## config.mk

```make
export PLATFORM = sky130hd
export DESIGN_NAME = apb_master_ctrl
export DESIGN_NICKNAME = d
export VERILOG_FILES = /design/src/rtl/apb_pkg.sv /design/src/rtl/apb_addr_decode.sv /design/src/rtl/apb_master_ctrl.sv
export SDC_FILE = /design/constraint.sdc
export NUM_CORES = 1
export LEC_CHECK = 0
export ABC_AREA = 1
export BUFFER_PORTS_ARGS = -buffer_cell sky130_fd_sc_hd__buf_2
export CAP_MARGIN = 25
export CORE_MARGIN = 2
export CORE_UTILIZATION = 40
export CTS_CLUSTER_SIZE = 8
export DETAILED_ROUTE_END_ITERATION = 10
export PLACE_DENSITY = 0.71
export REMOVE_ABC_BUFFERS = 1
export SYNTH_ARGS = -nofsm -noshare
export SYNTH_HDL_FRONTEND = slang
export SYNTH_HIERARCHICAL = 1
export SYNTH_SLANG_ARGS = --single-unit
```

## constraint.sdc

```tcl
create_clock -name Pclk -period 3.8 [get_ports Pclk]
set_clock_uncertainty 0.1 [all_clocks]
set_input_delay 0 -clock Pclk [delete_from_list [all_inputs] [get_ports Pclk]]
set_output_delay 0 -clock Pclk [all_outputs]
set_load 0.05 [all_outputs]
```

## src/rtl/apb_pkg.sv

```systemverilog
// Shared APB definitions: FSM state encoding, address-region decode constants
// and response status codes.
package apb_pkg;

    typedef enum logic [1:0] {
        APB_IDLE   = 2'b00,
        APB_SETUP  = 2'b01,
        APB_ACCESS = 2'b10
    } apb_state_e;

    // Region field of the address that selects the slave
    localparam int REGION_HI = 31;
    localparam int REGION_LO = 30;

    localparam logic [1:0] REGION_S0 = 2'b00;
    localparam logic [1:0] REGION_S1 = 2'b01;
    localparam logic [1:0] REGION_S2 = 2'b10;

    localparam logic [2:0] SEL_NONE = 3'b000;
    localparam logic [2:0] SEL_S0   = 3'b001;
    localparam logic [2:0] SEL_S1   = 3'b010;
    localparam logic [2:0] SEL_S2   = 3'b100;

    localparam logic RSP_OK  = 1'b0;
    localparam logic RSP_ERR = 1'b1;

endpackage

```

## src/rtl/apb_addr_decode.sv

```systemverilog
// Maps an address region field onto a one-hot APB select plus a mapped flag.
// Region 2'b11 has no slave behind it.
module apb_addr_decode
    import apb_pkg::*;
(
    input  logic [1:0] i_region,
    output logic [2:0] o_sel,
    output logic       o_mapped
);

    always_comb begin
        o_sel    = SEL_NONE;
        o_mapped = 1'b0;
        case (i_region)
            REGION_S0: begin
                o_sel    = SEL_S0;
                o_mapped = 1'b1;
            end
            REGION_S1: begin
                o_sel    = SEL_S1;
                o_mapped = 1'b1;
            end
            REGION_S2: begin
                o_sel    = SEL_S2;
                o_mapped = 1'b1;
            end
            default: begin
                o_sel    = SEL_NONE;
                o_mapped = 1'b0;
            end
        endcase
    end

endmodule

```

## src/rtl/apb_master_ctrl.sv

```systemverilog
// Single-outstanding APB master: host valid/ready requests are sequenced
// through SETUP/ACCESS with a bounded wait, answered by a one-cycle response.
module apb_master_ctrl
    import apb_pkg::*;
#(
    parameter int TIMEOUT = 16,
    parameter int ADDR_W  = 32,
    parameter int DATA_W  = 32
) (
    input  logic              Pclk,
    input  logic              Preset,
    input  logic              req_valid,
    output logic              req_ready,
    input  logic              req_write,
    input  logic [ADDR_W-1:0] req_addr,
    input  logic [DATA_W-1:0] req_wdata,
    output logic              rsp_valid,
    output logic [DATA_W-1:0] rsp_rdata,
    output logic              rsp_err,
    output logic              Pwrite,
    output logic              Penable,
    output logic [2:0]        Pselx,
    output logic [ADDR_W-1:0] Paddr,
    output logic [DATA_W-1:0] Pwdata,
    input  logic [DATA_W-1:0] Prdata,
    input  logic              Pready
);

    localparam int CNT_W = $clog2(TIMEOUT + 1);

    apb_state_e       r_state;
    logic [CNT_W-1:0] r_wait;
    logic [2:0]       w_sel;
    logic             w_mapped;
    logic             w_accept;
    logic             w_last_wait;

    apb_addr_decode u_decode (
        .i_region (req_addr[REGION_HI:REGION_LO]),
        .o_sel    (w_sel),
        .o_mapped (w_mapped)
    );

    assign w_accept    = req_valid && req_ready;
    // The current ACCESS cycle is the TIMEOUT-th one with no Pready so far
    assign w_last_wait = (r_wait == CNT_W'(TIMEOUT - 1));

    always_ff @(posedge Pclk) begin
        if (Preset) begin
            r_state   <= APB_IDLE;
            r_wait    <= '0;
            req_ready <= 1'b1;
            rsp_valid <= 1'b0;
            rsp_rdata <= '0;
            rsp_err   <= RSP_OK;
            Pwrite    <= 1'b0;
            Penable   <= 1'b0;
            Pselx     <= SEL_NONE;
            Paddr     <= '0;
            Pwdata    <= '0;
        end else begin
            rsp_valid <= 1'b0;
            case (r_state)
                APB_IDLE: begin
                    req_ready <= 1'b1;
                    Penable   <= 1'b0;
                    Pselx     <= SEL_NONE;
                    if (w_accept) begin
                        if (w_mapped) begin
                            r_state   <= APB_SETUP;
                            r_wait    <= '0;
                            req_ready <= 1'b0;
                            Pselx     <= w_sel;
                            Paddr     <= req_addr;
                            Pwrite    <= req_write;
                            Pwdata    <= req_wdata;
                        end else begin
                            // Unmapped: answer immediately, bus stays quiet
                            rsp_valid <= 1'b1;
                            rsp_err   <= RSP_ERR;
                            rsp_rdata <= '0;
                        end
                    end
                end

                APB_SETUP: begin
                    r_state <= APB_ACCESS;
                    Penable <= 1'b1;
                end

                APB_ACCESS: begin
                    if (Pready) begin
                        r_state   <= APB_IDLE;
                        req_ready <= 1'b1;
                        rsp_valid <= 1'b1;
                        rsp_err   <= RSP_OK;
                        rsp_rdata <= Pwrite ? '0 : Prdata;
                        Penable   <= 1'b0;
                        Pselx     <= SEL_NONE;
                    end else if (w_last_wait) begin
                        r_state   <= APB_IDLE;
                        r_wait    <= r_wait + CNT_W'(1);
                        req_ready <= 1'b1;
                        rsp_valid <= 1'b1;
                        rsp_err   <= RSP_ERR;
                        rsp_rdata <= '0;
                        Penable   <= 1'b0;
                        Pselx     <= SEL_NONE;
                    end else begin
                        r_wait <= r_wait + CNT_W'(1);
                    end
                end

                default: begin
                    r_state   <= APB_IDLE;
                    req_ready <= 1'b1;
                    Penable   <= 1'b0;
                    Pselx     <= SEL_NONE;
                end
            endcase
        end
    end

endmodule

```

==> flow_summary.ini, run 1 <==
[critical_path]
crit_chain = nand3_1 > nor2_4 > nand2_1 > a21oi_1 > dlygate4sd3_1
crit_arrival_ns = 2.87
crit_path_start_kind = register
critical_path.top_delay_family = simple AND/OR/NAND/NOR gates
worstSetupPathType = register to register
crit_path_end_kind = register
slowest_stage = nor2_4
crit_fanout = 32
worst-r2r-cell-count = 5
path_depth = 5
max_stage_delay_ns = 0.82
required_ns = 4.01
crit_buf_inv = 1

[timing]
period_share_pct = 70.1
fmax_mhz = 375
tns_ns = 0
setup_slack_ns = 1.14
finalCriticalPeriod_ns = 2.66
rsz0062_at_grt = no
setup_viol = 0
hold-worst-slack_ns = 0.121
tightest_slew_ns = 1.01
slew-limit-headroom_pct = 32.6
finalHoldViolCount = 0
slew_violations = 0

[clock_tree]
cts_tree = built
post-cts-setup-buffer-count = 0
cts_resized = 0
path_clk_slew_ns = 0.10
numCtsBuffers = 9
worstSkewPairLatency_ns = 0.36
cts_max_path_buffers = 2
htree_num_levels = 3
cts-root-buf = clkbuf_8
cts.sink_count = 111

[synth]
yosysWarningCount = 6
syn_avg_cell_area_um2 = 8.06
synth.top_cell.area_share_pct = 53.0
synth_cell_type_count = 24
synth_top_cells_by_area = dfxtp_1, nor2_1, o21ai_0
yosysSeqAreaShare_pct = 53.0
yosysTopAreaCell = dfxtp_1
ys_seq_elements = 111
syn_inst = 520
syn_area_mm2 = 0.00419

[route]
vias = 4605
drtIter0Drc = 328
routed_wl_um = 12900
route.detailed.drc = 0
wl_per_cell_um = 13.6
drtPass1Iterations = 4
vias_per_cell = 4.83
detail-route-antenna-nets = 0

[finish]
layout-drive-gt1-share_pct = 31.2
multi_input_area_mm2 = 0.00171
diodes = 0
fin_nets = 916
stdcell_count = 954
seq_area_mm2 = 0.00222
final_common_cell = buf_2
areaGrowthSynthToFinish_pct = 55.9
mostFrequentLayoutCells = buf_2, nor2_1, dfxtp_1, dlygate4sd3_1, o21ai_0
finalInstanceArea_mm2 = 0.00653
fillers = 803

[grt]
grt_pass1_wl_um = 20700
antenna_found_initial = 0
grt_pass1_vias = 4445
grt_overflow_total = 0
grt_max_degree = 69
grt_usage_pct = 22.6

[power]
leakage_nw = 3.11
ir_drop_mv = 0.237
power.density_mw_per_mm2 = 451

[status]
status = finished clean

[floorplanning]
core_mm2 = 0.0102
dieArea_mm2 = 0.0113
die_h_um = 106
start_util_pct = 41.0
rows = 37
ios = 205
die_w_um = 106

[place]
numPortBuffers = 204
dpl.cell_count = 831
postPlaceCellArea_mm2 = 0.00522
place_congestion = 0.787
dp_hpwl_um = 7860
dp_slack_ns = 1.65

[flow_run]
cap_violations = 0

[worst_hold_path]
whs_path_depth = 7
min_path_type = input port to register
[where the power goes]
part | switching, W | internal [W]
sequential | 0.0000504 | 0.00126
combinational | 0.000552 | 0.000246
clock | 0.000403 | 0.000440
[worst paths after layout]
| check | start | endpoint | slack (ns) |
|---|---|---|---|
| min | req_valid | r_wait[2] | 0.12 |
| min reg2reg | Pselx[1] | Pselx[1] | 0.36 |
| max reg2reg | r_state[1] | rsp_rdata[27] | 1.14 |
| max | r_state[1] | rsp_rdata[27] | 1.14 |
[cells in the mapped netlist, drive strengths merged]
library cell,n
nor2,176
dfxtp,111
o21ai,94
nand2,41
a21oi,35
buf,18
clkbuf,14
inv,14
nand3,12
ha,2
nand4,1
nor3,1
o21bai,1
[sequential cells by signal (all words and copies together), names as in the netlist]
signal / flops
Paddr: 32
Pwdata: 32
rsp_rdata: 32
r_wait: 5
Pselx: 3
r_state: 2
Penable: 1
Pwrite: 1
req_ready: 1
rsp_err: 1
rsp_valid: 1
[area by class of cell]
type                    instances  area share, %
clock buffers                   9           1.90
clock inverters                 7           1.84
inverters                      14          0.881
multi-input cells             363           26.2
flip-flops and latches        111           34.0
well taps                     136           2.60
repair buffers                314           32.6
[timing repair]
action / 4_1_cts / 5_1_grt
endpoints found under the setup margin: 0 / 0
hold buffers: 107 / 0
endpoints found under the hold margin: 105 / 0
[logic make-up after synthesis]
| family | count (synthesis) | share of synthesized area, % |
|---|---|---|
| simple gates | 231 | 22.7 |
| buf+inv | 46 | 6.12 |
| fa+ha+maj | 2 | 0.597 |
| flops | 111 | 53.0 |
| compound gates | 130 | 17.6 |
[through the flow]
stage	utilization, %	power (W)
2_1_floorplan	-	0.00184
3_3_place_gp	50.8	0.00203
3_5_place_dp	51.0	0.00204
4_1_cts	63.9	0.00296
5_1_grt	63.9	0.00309
6_report	63.9	0.00295
[tightest hold or removal path: stages]
cell     delay, ns
buf_2         0.12
nand2_1       0.08
nand2_1       0.08
nand2_2       0.10
nor2_4        0.06
nand2_1       0.05
a21oi_1       0.05
[routing by layer]
metal	track usage (%)	up-vias	part of all wire, %
li1	-	2261	-
met4	11.8	0	3.5
met3	5.46	42	7.6
met2	39.1	208	48
met5	0	-	0
met1	25.7	2094	40
Power figures use the tool's default switching activity.
==> run 2, diff against run 1 <==
--- a/config.mk
+++ b/config.mk
@@ -12,7 +12,7 @@
 export CORE_UTILIZATION = 40
 export CTS_CLUSTER_SIZE = 8
 export DETAILED_ROUTE_END_ITERATION = 10
-export PLACE_DENSITY = 0.71
+export PLACE_DENSITY = 0.74
 export REMOVE_ABC_BUFFERS = 1
 export SYNTH_ARGS = -nofsm -noshare
 export SYNTH_HDL_FRONTEND = slang
==> constraint.sdc (replaced) <==
create_clock -name Pclk -period 2.2 [get_ports Pclk]
set_clock_uncertainty 0.1 [all_clocks]
set_input_delay 0 -clock Pclk [delete_from_list [all_inputs] [get_ports Pclk]]
set_output_delay 0 -clock Pclk [all_outputs]
set_load 0.05 [all_outputs]
==> flow_summary.ini, run 2 (synthesized netlist as in run 1, its figures left out) <==
[grt]
grt.busiest_layer = met2
grt.met3_usage_pct = 4.66
grt_overflow_total = 0
grt_pass1_wl_um = 21200
grt_pass1_vias = 4495
grt_use_met2_pct = 41.5
grt_max_degree = 68
groute.layer.met1.usage_pct = 26.6
grt_usage_pct = 23.1
antenna_found_initial = 0

[clock_tree]
path_clk_slew_ns = 0.10
htree_num_levels = 3
cts.sink_count = 111
worstSkewPairLatency_ns = 0.35
numCtsBuffers = 9
cts_max_path_buffers = 2
cts-root-buf = clkbuf_8
cts_tree = built

[power]
power.density_mw_per_mm2 = 745
ir_drop_mv = 0.426
leakage_nw = 3.14

[place]
dp_hpwl_um = 7630
place_congestion = 0.747
numPortBuffers = 204

[timing]
fmax_mhz = 463
tns_ns = 0
tightest_slew_ns = 0.606
hold-worst-slack_ns = 0.0767
slew-limit-headroom_pct = 59.6
period_share_pct = 98.2
finalCriticalPeriod_ns = 2.16
rsz0062_at_grt = no
finalHoldViolCount = 0
setup_viol = 0
slew_violations = 0

[floorplanning]
rows = 37
dieArea_mm2 = 0.0113
core_mm2 = 0.0102
die_w_um = 106
ios = 205
die_h_um = 106
start_util_pct = 41.0

[status]
status = finished clean

[finish]
reg.largest.list = Paddr (32), Pwdata (32), rsp_rdata (32)
finalCoreUtilization_pct = 64.7
layout-drive-gt1-share_pct = 32.5
fin_nets = 922
diodes = 0
areaGrowthSynthToFinish_pct = 57.9
mostFrequentLayoutCells = buf_2, nor2_1, dfxtp_1, dlygate4sd3_1, o21ai_0
final_common_cell = buf_2

[flow_run]
cap_violations = 0

[critical_path]
worstSetupPathType = register to register
crit_arrival_ns = 2.36
crit_path_end_kind = register
crit_fanout = 5
required_ns = 2.40
crit_path_start_kind = register

[route]
routed_wl_um = 13500
drtPass1Iterations = 8
drtIter0Drc = 438
vias_per_cell = 4.85
detail-route-antenna-nets = 0
route.detailed.drc = 0
wl_per_cell_um = 14.1
vias = 4642

[worst_hold_path]
min_path_type = input port to register
-- run 2: final timing paths --
check / slack, ns / cells after the start / endpoint / from
worst min register to register: 0.35 / 2 / Pselx[2] / Pselx[2]
worst max register to register: 0.04 / 9 / rsp_rdata[12] / r_wait[1]
worst max-delay path: 0.04 / 9 / rsp_rdata[12] / r_wait[1]
worst min-delay path: 0.08 / 5 / Pselx[0] / req_valid
-- run 2: per-stage QoR --
stage	total power [W]	instance area, um2	std cells	worst slack (ns)
after floorplan	0.00317	3990	488	-0.193
after global placement	0.00351	5280	834	0.292
after detailed placement	0.00354	5280	834	0.227
after CTS	0.00494	6560	956	0.0265
after global routing	0.00516	6620	958	0.00602
final	0.00493	6620	958	0.0407
-- run 2: layout make-up --
class | instances | area [um2]
fill | 811 | 3610
multi-input combinational | 363 | 1730
sequential | 111 | 2220
tap | 136 | 170
timing repair buffer | 320 | 2240
inverter | 14 | 57.6
clock buffer | 9 | 124
clock inverter | 5 | 75.1
-- run 2: critical path, cell delays in order, from the launching register on --
cell and delay [ns]:
dfxtp_2 0.35, ha_2 0.18, nand2_2 0.07, nor2_1 0.04, ha_2 0.19, o21ai_4 0.21
buf_12 0.14, nand3_1 0.10, a21oi_1 0.15, dlygate4sd3_1 0.57
-- run 2: repair_timing --
action,CTS,global route
hold buffers,108,0
buffers inserted,0,3
hold endpoints to repair,105,0
setup endpoints to repair,0,8
gates resized for setup,0,7
-- run 2: metal layers --
layer	routed length, um	vias up
met2	6800	242
met4	382	0
met5	0	-
li1	-	2268
met1	5320	2098
met3	1040	34
-- run 2: where the power goes --
part           leakage [nW]  internal, W  switching [W]
Combinational          2.13     0.000445       0.000966
Clock                 0.105     0.000624       0.000629
Sequential            0.912      0.00217      0.0000895
==> run 3, diff against run 2 <==
--- a/config.mk
+++ b/config.mk
@@ -5,7 +5,7 @@
 export SDC_FILE = /design/constraint.sdc
 export NUM_CORES = 1
 export LEC_CHECK = 0
-export ABC_AREA = 1
+export ABC_AREA = 0
 export BUFFER_PORTS_ARGS = -buffer_cell sky130_fd_sc_hd__buf_2
 export CAP_MARGIN = 25
 export CORE_MARGIN = 2
==> flow_summary.ini, run 3 <==
[worst_hold_path]
min_path_type = input port to register

[place]
dpl.cell_count = 744
numPortBuffers = 204
postPlaceCellArea_mm2 = 0.00523
dp_hpwl_um = 8050
place_congestion = 0.736

[synth]
syn_inst = 439
synth_top_cells_by_area = dfxtp_1, a21oi_1, o21ai_0
async_flop_share_pct = 0
synth_cell_type_count = 39
synth.top_cell.area_share_pct = 53.7
yosysSeqAreaShare_pct = 53.7
syn_avg_cell_area_um2 = 9.43
syn_area_mm2 = 0.00414
synth_ff_type = dfxtp_1
yosysMostFrequentCell = dfxtp_1
yosysWarningCount = 6
yosysTopAreaCell = dfxtp_1
yosys-top-cells-count = dfxtp_1, a21oi_1, o21ai_0
ys_seq_elements = 111
synth_edf_count = 0

[floorplanning]
die_h_um = 106
dieArea_mm2 = 0.0112
rows = 37
core_mm2 = 0.0102
start_util_pct = 40.7
die_w_um = 106
ios = 205

[finish]
layout-drive-gt1-share_pct = 33.8
mostFrequentLayoutCells = buf_2, dfxtp_1, dlygate4sd3_1, a21oi_1, o21ai_0
multi_input_area_mm2 = 0.00172
final_common_cell = buf_2
fin_nets = 826
stdcell_count = 864
fillers = 841
reg.largest.list = Paddr (32), Pwdata (32), rsp_rdata (32)
finalInstanceArea_mm2 = 0.00647
areaGrowthSynthToFinish_pct = 56.2
diodes = 0
seq_area_mm2 = 0.00222

[route]
drtIter0Drc = 289
detail-route-antenna-nets = 0
wl_per_cell_um = 16.8
vias = 4635
routed_wl_um = 14500
vias_per_cell = 5.36
route.detailed.drc = 0
drtPass1Iterations = 5

[grt]
antenna_found_initial = 0
grt_usage_pct = 25.0
grt_pass1_vias = 4568
grt_max_degree = 67
grt_pass1_wl_um = 22300
grt_overflow_total = 0

[critical_path]
slowest_stage = dfxtp_2
crit_chain = ha_2 > and3_1 > ha_2 > or2_2 > a221oi_4 > buf_4 > buf_12 > a22o_1
crit_arrival_ns = 2.34
crit_path_start_kind = register
max_stage_delay_ns = 0.35
path_common_cell = ha_2
crit_path_end_kind = register
required_ns = 2.40
crit_buf_inv = 2
crit_fanout = 16
critical_path.top_delay_family = simple AND/OR/NAND/NOR gates
worstSetupPathType = register to register

[power]
ir_drop_mv = 0.435
comb_power_share_pct = 24.0
swShare_pct = 31.9
leakage_nw = 2.89
pwr-share-clk_pct = 26.1
switchingPower_w = 0.00138
power.density_mw_per_mm2 = 669
p_seq_share_pct = 49.9
power_w = 0.00433
internal_power_w = 0.00295

[clock_tree]
cts_max_path_buffers = 2
numCtsBuffers = 9
cts-root-buf = clkbuf_8
path_clk_slew_ns = 0.10
cts_tree = built
cts.sink_count = 111
htree_num_levels = 3
worstSkewPairLatency_ns = 0.37

[timing]
finalHoldViolCount = 0
period_share_pct = 97.5
finalCriticalPeriod_ns = 2.14
fmax_mhz = 466
hold-worst-slack_ns = 0.0563
tns_ns = 0
tightest_slew_ns = 0.727
setup_viol = 0
slew-limit-headroom_pct = 51.5
slew_violations = 0

[flow_run]
cap_violations = 0

[status]
status = finished clean
[run 3: cell types whose count changed in the layout (fill, tap and decap cells not counted), sizes merged, moves of 6 or more]
cell / previous run / this run
dlygate4sd3: 106 / 100
a22o: 0 / 35
nor2: 176 / 6
nand3: 12 / 66
nand2: 41 / 6
inv: 14 / 2
o21ai: 94 / 67
a21oi: 35 / 69
[run 3: area by class of cell]
type | count | share of cell area [%]
clock buffers | 13 | 2.46
clock inverters | 3 | 0.271
inverters | 2 | 0.116
multi-input cells | 281 | 26.5
flip-flops and latches | 111 | 34.4
well taps | 136 | 2.63
repair buffers | 318 | 33.6
[run 3: stage by stage]
stage | worst slack, ns | utilization (%)
after floorplan | -5.24 | -
after global placement | 0.147 | 51.4
after detailed placement | 0.0606 | 51.4
after CTS | 0.0417 | 62.9
after global routing | -0.0174 | 63.5
final | 0.0550 | 63.5
[run 3: final timing paths]
path	from	end	slack, ns	depth (start not counted)
hold reg to reg	Paddr[31]	Paddr[31]	0.38	2
hold / removal	Preset	rsp_err	0.06	2
setup / recovery	r_wait[1]	rsp_rdata[5]	0.06	8
setup reg to reg	r_wait[1]	rsp_rdata[5]	0.06	8
[run 3: worst register-to-register path, delay by kind of cell (launching register included)]
kind / cells / cell delay, ns
DFF: 1 / 0.35
buffers and inverters: 2 / 0.31
AOI/OAI and AO/OA: 2 / 0.44
and+or+nand+nor: 2 / 0.51
adders and majority gates: 2 / 0.38
[run 3: timing repair]
item	4_1_cts	5_1_grt
hold endpoints to repair	106	0
hold buffers	100	0
setup buffers	0	2
endpoints found under the setup margin	0	33
resized for setup	0	3
[run 3: cell families after synthesis]
group	after synthesis	share of synthesized area, %
compound gates	181	26.7
flops	111	53.7
simple gates	97	13.2
buf+inv	47	5.65
fa+ha+maj	2	0.604
mux	1	0.242
[run 3: power groups by stage]
stage	Combinational (W)	Sequential, W	Clock (W)
6_report	0.00104	0.00216	0.00113
5_1_grt	0.00110	0.00217	0.00124
4_1_cts	0.00100	0.00216	0.00117
3_5_place_dp	0.000864	0.00220	0
3_3_place_gp	0.000845	0.00220	0
2_1_floorplan	0.000230	0.00252	0
[run 3: routing by layer]
| metal | vias up | share of wire [%] | track usage [%] | wire length [um] |
|---|---|---|---|---|
| li1 | 2166 | - | - | - |
| met1 | 2230 | 40 | 28.0 | 5760 |
| met2 | 195 | 51 | 43.7 | 7460 |
| met3 | 44 | 5.6 | 6.49 | 817 |
| met4 | 0 | 3.3 | 12.9 | 486 |
| met5 | - | 0 | 0 | 0 |
